## config.mk

```make
export PLATFORM = sky130hd
export DESIGN_NAME = estagio_memoria_flat
export DESIGN_NICKNAME = d
export VERILOG_FILES = /design/src/rtl/estagio_memoria_pkg.sv /design/src/rtl/estagio_memoria_if.sv /design/src/rtl/estagio_memoria_hd_handshake.sv /design/src/rtl/estagio_memoria.sv /design/src/flat_wrapper.sv
export SDC_FILE = /design/constraint.sdc
export NUM_CORES = 1
export LEC_CHECK = 0
export CORE_MARGIN = 2
export CORE_UTILIZATION = 39
export CTS_CLUSTER_SIZE = 24
export DETAILED_ROUTE_END_ITERATION = 12
export GPL_TIMING_DRIVEN = 0
export PLACE_DENSITY = 0.77
export SLEW_MARGIN = 5
export SYNTH_ARGS = -nofsm -noshare
export SYNTH_HDL_FRONTEND = slang
export SYNTH_HIERARCHICAL = 1
export SYNTH_SLANG_ARGS = --single-unit
```

## constraint.sdc

```tcl
create_clock -name clock -period 2.1 [get_ports clock]
set_input_delay 0.21 -clock clock [delete_from_list [all_inputs] [get_ports clock]]
set_output_delay 0.21 -clock clock [all_outputs]
set_load 0.03 [all_outputs]
```

## src/rtl/estagio_memoria_pkg.sv

```systemverilog
// Shared opcode constants and memory-stage FSM encoding.
// Also imported by the ALU and the control unit.
package estagio_memoria_pkg;

    localparam logic [5:0] OP_LW    = 6'b100000;
    localparam logic [5:0] OP_SW    = 6'b100001;
    localparam logic [5:0] OP_HDIN  = 6'b111100;
    localparam logic [5:0] OP_HDOUT = 6'b111101;
    localparam logic [5:0] OP_HDINS = 6'b111110;

    typedef enum logic [1:0] {
        OCIOSO    = 2'd0,
        LE_MEM    = 2'd1,
        ESPERA_HD = 2'd2
    } estado_t;

    function automatic logic op_e_hd(input logic [5:0] op);
        return (op == OP_HDIN) || (op == OP_HDOUT) || (op == OP_HDINS);
    endfunction

endpackage

```

## src/rtl/estagio_memoria_if.sv

```systemverilog
// Data-RAM and HD device bus seen by the memory stage.
// master = memory stage, slave = RAM/HD side.
interface estagio_memoria_if #(
    parameter int DATA_W = 32,
    parameter int MEM_AW = 10
);
    logic [MEM_AW-1:0] mem_addr;
    logic              mem_we;
    logic [DATA_W-1:0] mem_wdata;
    logic [DATA_W-1:0] mem_rdata;
    logic              hd_req;
    logic              hd_we;
    logic [DATA_W-1:0] hd_addr;
    logic [DATA_W-1:0] hd_wdata;
    logic [DATA_W-1:0] hd_rdata;
    logic              hd_ack;

    modport master (
        output mem_addr, mem_we, mem_wdata,
        output hd_req, hd_we, hd_addr, hd_wdata,
        input  mem_rdata, hd_rdata, hd_ack
    );

    modport slave (
        input  mem_addr, mem_we, mem_wdata,
        input  hd_req, hd_we, hd_addr, hd_wdata,
        output mem_rdata, hd_rdata, hd_ack
    );
endinterface

```

## src/rtl/estagio_memoria_hd_handshake.sv

```systemverilog
// HD request/acknowledge handshake with a bounded wait.
// hd_req rises the cycle after inicia and stays up for at most HD_TIMEOUT cycles.
module estagio_memoria_hd_handshake #(
    parameter int DATA_W     = 32,
    parameter int HD_TIMEOUT = 255
) (
    input  logic              clock,
    input  logic              reset_n,
    input  logic              inicia,
    input  logic              inicia_we,
    input  logic [DATA_W-1:0] inicia_addr,
    input  logic [DATA_W-1:0] inicia_wdata,
    input  logic              ack,
    output logic              hd_req,
    output logic              hd_we,
    output logic [DATA_W-1:0] hd_addr,
    output logic [DATA_W-1:0] hd_wdata,
    output logic              fim,
    output logic              estouro
);
    localparam int CNT_W = $clog2(HD_TIMEOUT + 1);
    // cnt holds the wait cycles already elapsed, so the current cycle is
    // number cnt+1; the bound trips on the HD_TIMEOUT-th cycle of hd_req.
    localparam logic [CNT_W-1:0] CNT_ULTIMO = CNT_W'(HD_TIMEOUT - 1);

    logic [CNT_W-1:0] cnt;
    logic             limite;

    assign limite  = hd_req && (cnt == CNT_ULTIMO);
    assign fim     = hd_req && (ack || limite);
    // an ack arriving on the last allowed cycle still counts as success
    assign estouro = limite && !ack;

    // request register, captured transfer fields and wait counter
    always_ff @(posedge clock) begin
        if (!reset_n) begin
            hd_req   <= 1'b0;
            hd_we    <= 1'b0;
            hd_addr  <= '0;
            hd_wdata <= '0;
            cnt      <= '0;
        end else if (inicia) begin
            hd_req   <= 1'b1;
            hd_we    <= inicia_we;
            hd_addr  <= inicia_addr;
            hd_wdata <= inicia_wdata;
            cnt      <= '0;
        end else if (fim) begin
            hd_req   <= 1'b0;
        end else if (hd_req) begin
            cnt      <= cnt + CNT_W'(1);
        end
    end
endmodule

```

## src/rtl/estagio_memoria.sv

```systemverilog
// Memory/IO stage: data-RAM loads/stores, HD transfers, registered writeback.
//
//  state     | meaning
//  OCIOSO    | idle, accepts a new op every cycle
//  LE_MEM    | RAM read data arriving, written back at the next edge
//  ESPERA_HD | HD request outstanding, waiting for ack or timeout
module estagio_memoria
    import estagio_memoria_pkg::*;
#(
    parameter int DATA_W     = 32,
    parameter int MEM_AW     = 10,
    parameter int HD_TIMEOUT = 255
) (
    input  logic                 clock,
    input  logic                 reset_n,
    input  logic                 op_valid,
    input  logic [5:0]           alu_op,
    input  logic [DATA_W-1:0]    result,
    input  logic [DATA_W-1:0]    saida,
    estagio_memoria_if.master    bus,
    output logic                 stall,
    output logic                 wb_valid,
    output logic [DATA_W-1:0]    wb_data,
    output logic                 hd_erro
);
    estado_t estado, estado_prox;

    logic              aceita;
    logic              op_lw, op_sw, op_hd, op_pass;
    logic              mem_acesso;
    logic [MEM_AW-1:0] mem_addr_q;
    logic [DATA_W-1:0] mem_wdata_q;
    logic              hd_req, hd_we, hd_fim, hd_estouro;
    logic [DATA_W-1:0] hd_addr, hd_wdata;

    // reset gating keeps a held op from writing RAM during reset
    assign aceita  = reset_n && (estado == OCIOSO) && op_valid;
    assign op_lw   = (alu_op == OP_LW);
    assign op_sw   = (alu_op == OP_SW);
    assign op_hd   = op_e_hd(alu_op);
    assign op_pass = !op_lw && !op_sw && !op_hd;

    // RAM address and write strobe are combinational so a store and a
    // following load in the next cycle see the same RAM timing
    assign mem_acesso    = aceita && (op_lw || op_sw);
    assign bus.mem_addr  = mem_acesso ? result[MEM_AW-1:0] : mem_addr_q;
    assign bus.mem_wdata = (aceita && op_sw) ? saida : mem_wdata_q;
    assign bus.mem_we    = aceita && op_sw;

    estagio_memoria_hd_handshake #(
        .DATA_W     (DATA_W),
        .HD_TIMEOUT (HD_TIMEOUT)
    ) u_hd (
        .clock        (clock),
        .reset_n      (reset_n),
        .inicia       (aceita && op_hd),
        .inicia_we    (alu_op == OP_HDOUT),
        .inicia_addr  (result),
        .inicia_wdata (saida),
        .ack          (bus.hd_ack),
        .hd_req       (hd_req),
        .hd_we        (hd_we),
        .hd_addr      (hd_addr),
        .hd_wdata     (hd_wdata),
        .fim          (hd_fim),
        .estouro      (hd_estouro)
    );

    assign bus.hd_req   = hd_req;
    assign bus.hd_we    = hd_we;
    assign bus.hd_addr  = hd_addr;
    assign bus.hd_wdata = hd_wdata;

    // state register
    always_ff @(posedge clock) begin
        if (!reset_n) estado <= OCIOSO;
        else          estado <= estado_prox;
    end

    // next state and stall
    always_comb begin
        estado_prox = estado;
        stall       = 1'b0;
        case (estado)
            OCIOSO: begin
                if (aceita && op_lw) begin
                    estado_prox = LE_MEM;
                    stall       = 1'b1;
                end else if (aceita && op_hd) begin
                    estado_prox = ESPERA_HD;
                    stall       = 1'b1;
                end
            end
            LE_MEM: begin
                stall       = 1'b1;
                estado_prox = OCIOSO;
            end
            ESPERA_HD: begin
                stall = 1'b1;
                if (hd_fim) estado_prox = OCIOSO;
            end
            default: estado_prox = OCIOSO;
        endcase
    end

    // writeback, sticky HD error and held RAM address/data
    always_ff @(posedge clock) begin
        if (!reset_n) begin
            wb_valid    <= 1'b0;
            wb_data     <= '0;
            hd_erro     <= 1'b0;
            mem_addr_q  <= '0;
            mem_wdata_q <= '0;
        end else begin
            wb_valid <= 1'b0;
            if (mem_acesso) mem_addr_q <= result[MEM_AW-1:0];
            if (aceita && op_sw) mem_wdata_q <= saida;
            case (estado)
                OCIOSO: begin
                    if (aceita && op_pass) begin
                        wb_valid <= 1'b1;
                        wb_data  <= result;
                    end
                end
                LE_MEM: begin
                    wb_valid <= 1'b1;
                    wb_data  <= bus.mem_rdata;
                end
                ESPERA_HD: begin
                    if (hd_fim) begin
                        if (!hd_we) begin
                            wb_valid <= 1'b1;
                            wb_data  <= hd_estouro ? '0 : bus.hd_rdata;
                        end
                        if (hd_estouro) hd_erro <= 1'b1;
                    end
                end
                default: ;
            endcase
        end
    end
endmodule

```

## src/flat_wrapper.sv

```systemverilog
// flat-port wrapper written by rule: the top's interface ports become plain ports
module estagio_memoria_flat import estagio_memoria_pkg::*;
#(
    parameter int DATA_W     = 32,
    parameter int MEM_AW     = 10,
    parameter int HD_TIMEOUT = 255
)
  (clock, reset_n, op_valid, alu_op, result, saida, stall, wb_valid, wb_data, hd_erro, bus_mem_addr, bus_mem_we, bus_mem_wdata, bus_hd_req, bus_hd_we, bus_hd_addr, bus_hd_wdata, bus_mem_rdata, bus_hd_rdata, bus_hd_ack);
  estagio_memoria_if #(.DATA_W(DATA_W), .MEM_AW(MEM_AW)) bus_i ();
  input  logic clock;
  input  logic reset_n;
  input  logic op_valid;
  input  logic [5:0] alu_op;
  input  logic [DATA_W-1:0] result;
  input  logic [DATA_W-1:0] saida;
  output logic stall;
  output logic wb_valid;
  output logic [DATA_W-1:0] wb_data;
  output logic hd_erro;
  output wire logic [$bits(bus_i.mem_addr)-1:0] bus_mem_addr;
  output wire logic [$bits(bus_i.mem_we)-1:0] bus_mem_we;
  output wire logic [$bits(bus_i.mem_wdata)-1:0] bus_mem_wdata;
  output wire logic [$bits(bus_i.hd_req)-1:0] bus_hd_req;
  output wire logic [$bits(bus_i.hd_we)-1:0] bus_hd_we;
  output wire logic [$bits(bus_i.hd_addr)-1:0] bus_hd_addr;
  output wire logic [$bits(bus_i.hd_wdata)-1:0] bus_hd_wdata;
  input wire logic [$bits(bus_i.mem_rdata)-1:0] bus_mem_rdata;
  input wire logic [$bits(bus_i.hd_rdata)-1:0] bus_hd_rdata;
  input wire logic [$bits(bus_i.hd_ack)-1:0] bus_hd_ack;
  assign bus_mem_addr = bus_i.mem_addr;
  assign bus_mem_we = bus_i.mem_we;
  assign bus_mem_wdata = bus_i.mem_wdata;
  assign bus_hd_req = bus_i.hd_req;
  assign bus_hd_we = bus_i.hd_we;
  assign bus_hd_addr = bus_i.hd_addr;
  assign bus_hd_wdata = bus_i.hd_wdata;
  assign bus_i.mem_rdata = bus_mem_rdata;
  assign bus_i.hd_rdata = bus_hd_rdata;
  assign bus_i.hd_ack = bus_hd_ack;
  estagio_memoria #(.DATA_W(DATA_W), .MEM_AW(MEM_AW), .HD_TIMEOUT(HD_TIMEOUT)) u_core (.clock(clock), .reset_n(reset_n), .op_valid(op_valid), .alu_op(alu_op), .result(result), .saida(saida), .bus(bus_i), .stall(stall), .wb_valid(wb_valid), .wb_data(wb_data), .hd_erro(hd_erro));
endmodule
```

==> impl_metrics.yaml, run 1 <==
yosys:
  async_flop_share: 0
  synth.avg_cell_area_um2: 10.1
  ys_warn_count: 6
  synth_flop_cell: "dfxtp_1"
  synth_nets: 807
  ys_seq_area_frac: 0.454
  ys_types: 51
  synth_seq_cells: 152
  synth_edf_count: 0
  postSynthCellCount: 663
  syn_area_um2: 6700
cells_and_area:
  final_cells: 1225
  diodes: 0
  drive_gt1_frac: 0.239
  final_cell_mix: "235 x clkdlybuf4s50_1, 144 x dfxtp_1, 72 x nor2b_1, 66 x mux2i_1, 50 x buf_6"
  final_nets: 1138
  fin_area_um2: 11300
  layout_commonest_cell: "clkdlybuf4s50_1"
  area_delta_synth_final_pct: 68.7
place:
  dpl_cell_area_um2: 9830
  gp_congestion: 0.827
  place_hpwl_mm: 16.5
  numPortBuffers: 281
  place_inst: 1164
route:
  post_drt_via_cell_ratio: 5.15
  wl_met2_mm: 11.5
  drc: 0
  ant_nets: 0
  routed_wl_mm: 23.6
  routed.top_layer: "met4"
  drt_iter0_markers: 233
  wl_met1_mm: 9.42
  num_vias: 6303
  dr.pass1.iters: 5
  wl_per_cell_um: 19.3
  dr_wl_met3_mm: 2.16
global_routing:
  grt_pass1_wl_mm: 35.0
  grt_max_degree: 17
  track_usage: 0.249
  antenna_found_initial: 0
  grt_pass1_vias: 6385
  grt.overflow.total: 0
floorplan:
  rows: 47
  io_pins: 282
  start_util: 0.401
  die_x_um: 135
  die_area_um2: 18200
  core_area_um2: 16700
  die_y_um: 135
pwr:
  leakage_nw: 4.12
  p_per_area_nw_per_um2: 709
  total_power_mw: 8.02
  peakVddDrop_uv: 530
critical_path:
  crit_fanout: 8
  crit_chain: "clkdlybuf4s50_1 -> nand3_4 -> nor3b_4 -> buf_6 -> nand2_8 -> clkbuf_16 -> mux2_4 -> buf_6"
  crit_path_start: "reset_n"
  worstPathRequired_ps: 1890
  max_stage_delay_ps: 690
  crit_path_end_kind: "output pin"
  worst_setup_path_start_kind: "primary input"
  r2r_start: "u_core/estado[0]$_SDFFE_PN0P_"
  crit_top_cell: "buf_6"
  cp_data_arrival_time_ps: 2180
  slowest_stage: "clkdlybuf4s50_1"
  crit_type: "primary input to output pin"
sta:
  worst_slew_pin_slew_ps: 868
  grt_setup_unrepaired: "true"
  finalCriticalPeriod_ps: 2390
  fin_tns_setup_ps: -21820
  fin_crit_sh: 1.14
  setup_slack_ps: -287
  final-hold-violation-count: 0
  maxSlewViolCount: 0
  maxSlewHeadroom: 0.421
  fin_skew_ps: 6.21
  max_freq_ghz: 0.419
  setup_violations: 118
clock_network:
  clockBufferDepth: 2
  clock_latency_ps: 410
  cts_tree: "done"
  postCtsHoldBufs: 0
  cts_root_buf: "clkbuf_16"
  clk_pin_slew_ps: 60
  cts_buffers: 17
  htreeDepth: 4
  clkSinkCount: 152
hold_path:
  worstHoldPathType: "primary input to register"
  min_from: "saida[10]"
run_status:
  outcome: "complete, but fails checks"
  failed_checks: "setup timing"
run:
  max_cap_violations: 0
## worst max-delay path: cells and delay by family
family	cells	cell delay, ps
buf+inv	4	1190
simple gates	3	460
mux	1	310
## registers in the layout (all words and copies together), names as in the netlist
register	cells
u_core/wb_valid	1
u_core/estado	2
u_core/u_hd/hd_wdata	32
u_core/u_hd/cnt	8
u_core/u_hd/hd_req	1
u_core/wb_data	32
u_core/u_hd/hd_we	1
u_core/mem_wdata_q	32
u_core/u_hd/hd_addr	32
u_core/hd_erro	1
u_core/mem_addr_q	10
## worst paths after layout
| check | slack (ps) | to | cells after the start |
|---|---|---|---|
| setup reg to reg | -150 | u_core/u_hd/hd_addr[12]$_SDFFE_PN0P_ | 10 |
| hold reg to reg | 460 | u_core/wb_data[22]$_SDFFE_PN0P_ | 2 |
| setup / recovery | -290 | bus_mem_wdata[30] | 8 |
| hold / removal | 450 | u_core/u_hd/hd_wdata[10]$_SDFFE_PN0P_ | 3 |
## per-layer routing
layer  vias to the layer above  track usage
li1                       3005            -
met3                        33       0.0961
met1                      2991        0.285
met5                         -            0
met4                         0       0.0787
met2                       274        0.428
## per-stage QoR
stage                      util  worst slack (ps)  hold WS (ps)
final                     0.677              -287           450
after global routing      0.677              -368           442
after detailed placement  0.588              -898           453
after floorplan               -              22.9           379
after global placement    0.588              -863           446
after CTS                 0.653              -317           433
## area by class of cell
class / count / area (µm²)
Clock buffer: 19 / 453
Tap cell: 220 / 275
Buffer: 52 / 379
Timing Repair Buffer: 314 / 3260
Sequential cell: 152 / 3070
Fill cell: 1296 / 5400
Inverter: 5 / 23.8
Clock inverter: 11 / 148
Multi-Input combinational cell: 452 / 3700
## timing repair
action,in CTS,in global routing
setup buffers,15,9
endpoints found under the setup margin,164,137
cloned,3,6
gates resized for setup,386,67
pin swaps,7,33
## logic make-up after synthesis
kind of cell / synth area share
xor+xnor: 0.00261
flops: 0.454
mux: 0.185
compound gates: 0.125
buf+inv: 0.0401
fa+ha+maj: 0.0112
simple gates: 0.181
## power by group
group          switching, mW  total [mW]  internal, mW  leakage [nW]
registers             0.0764        3.07          3.00          1.23
logic                  0.965        1.83         0.866          2.59
clock network           1.19        3.11          1.92         0.295
total                   2.23        8.02          5.79          4.12
## cells in the mapped netlist, drive strengths merged (2+ instances only)
library cell,count,area [µm²]
a211o,2,17.5
a211oi,3,27.5
a21oi,6,30.0
a22oi,32,240
a31oi,3,18.8
and2,43,269
buf,20,121
clkbuf,34,129
dfxtp,152,3040
ha,6,75.1
inv,5,18.8
mux2,42,582
mux2i,66,661
nand2,35,134
nand2b,2,12.5
nand3,39,200
nand4,2,12.5
nor2,7,26.3
nor2b,73,457
nor3,2,10.0
nor3b,4,35.0
o211ai,33,248
o21a,3,23.8
o21ai,34,174
Note: power is estimated with default switching activity, not from simulation.
==> run 2, diff against run 1 <==
--- a/config.mk
+++ b/config.mk
@@ -10,6 +10,7 @@
 export CTS_CLUSTER_SIZE = 24
 export DETAILED_ROUTE_END_ITERATION = 12
 export GPL_TIMING_DRIVEN = 0
+export HOLD_SLACK_MARGIN = 0.08
 export PLACE_DENSITY = 0.77
 export SLEW_MARGIN = 5
 export SYNTH_ARGS = -nofsm -noshare
==> results of run 2 <==
Final layout, timing and power as in run 1 (identical DEF).
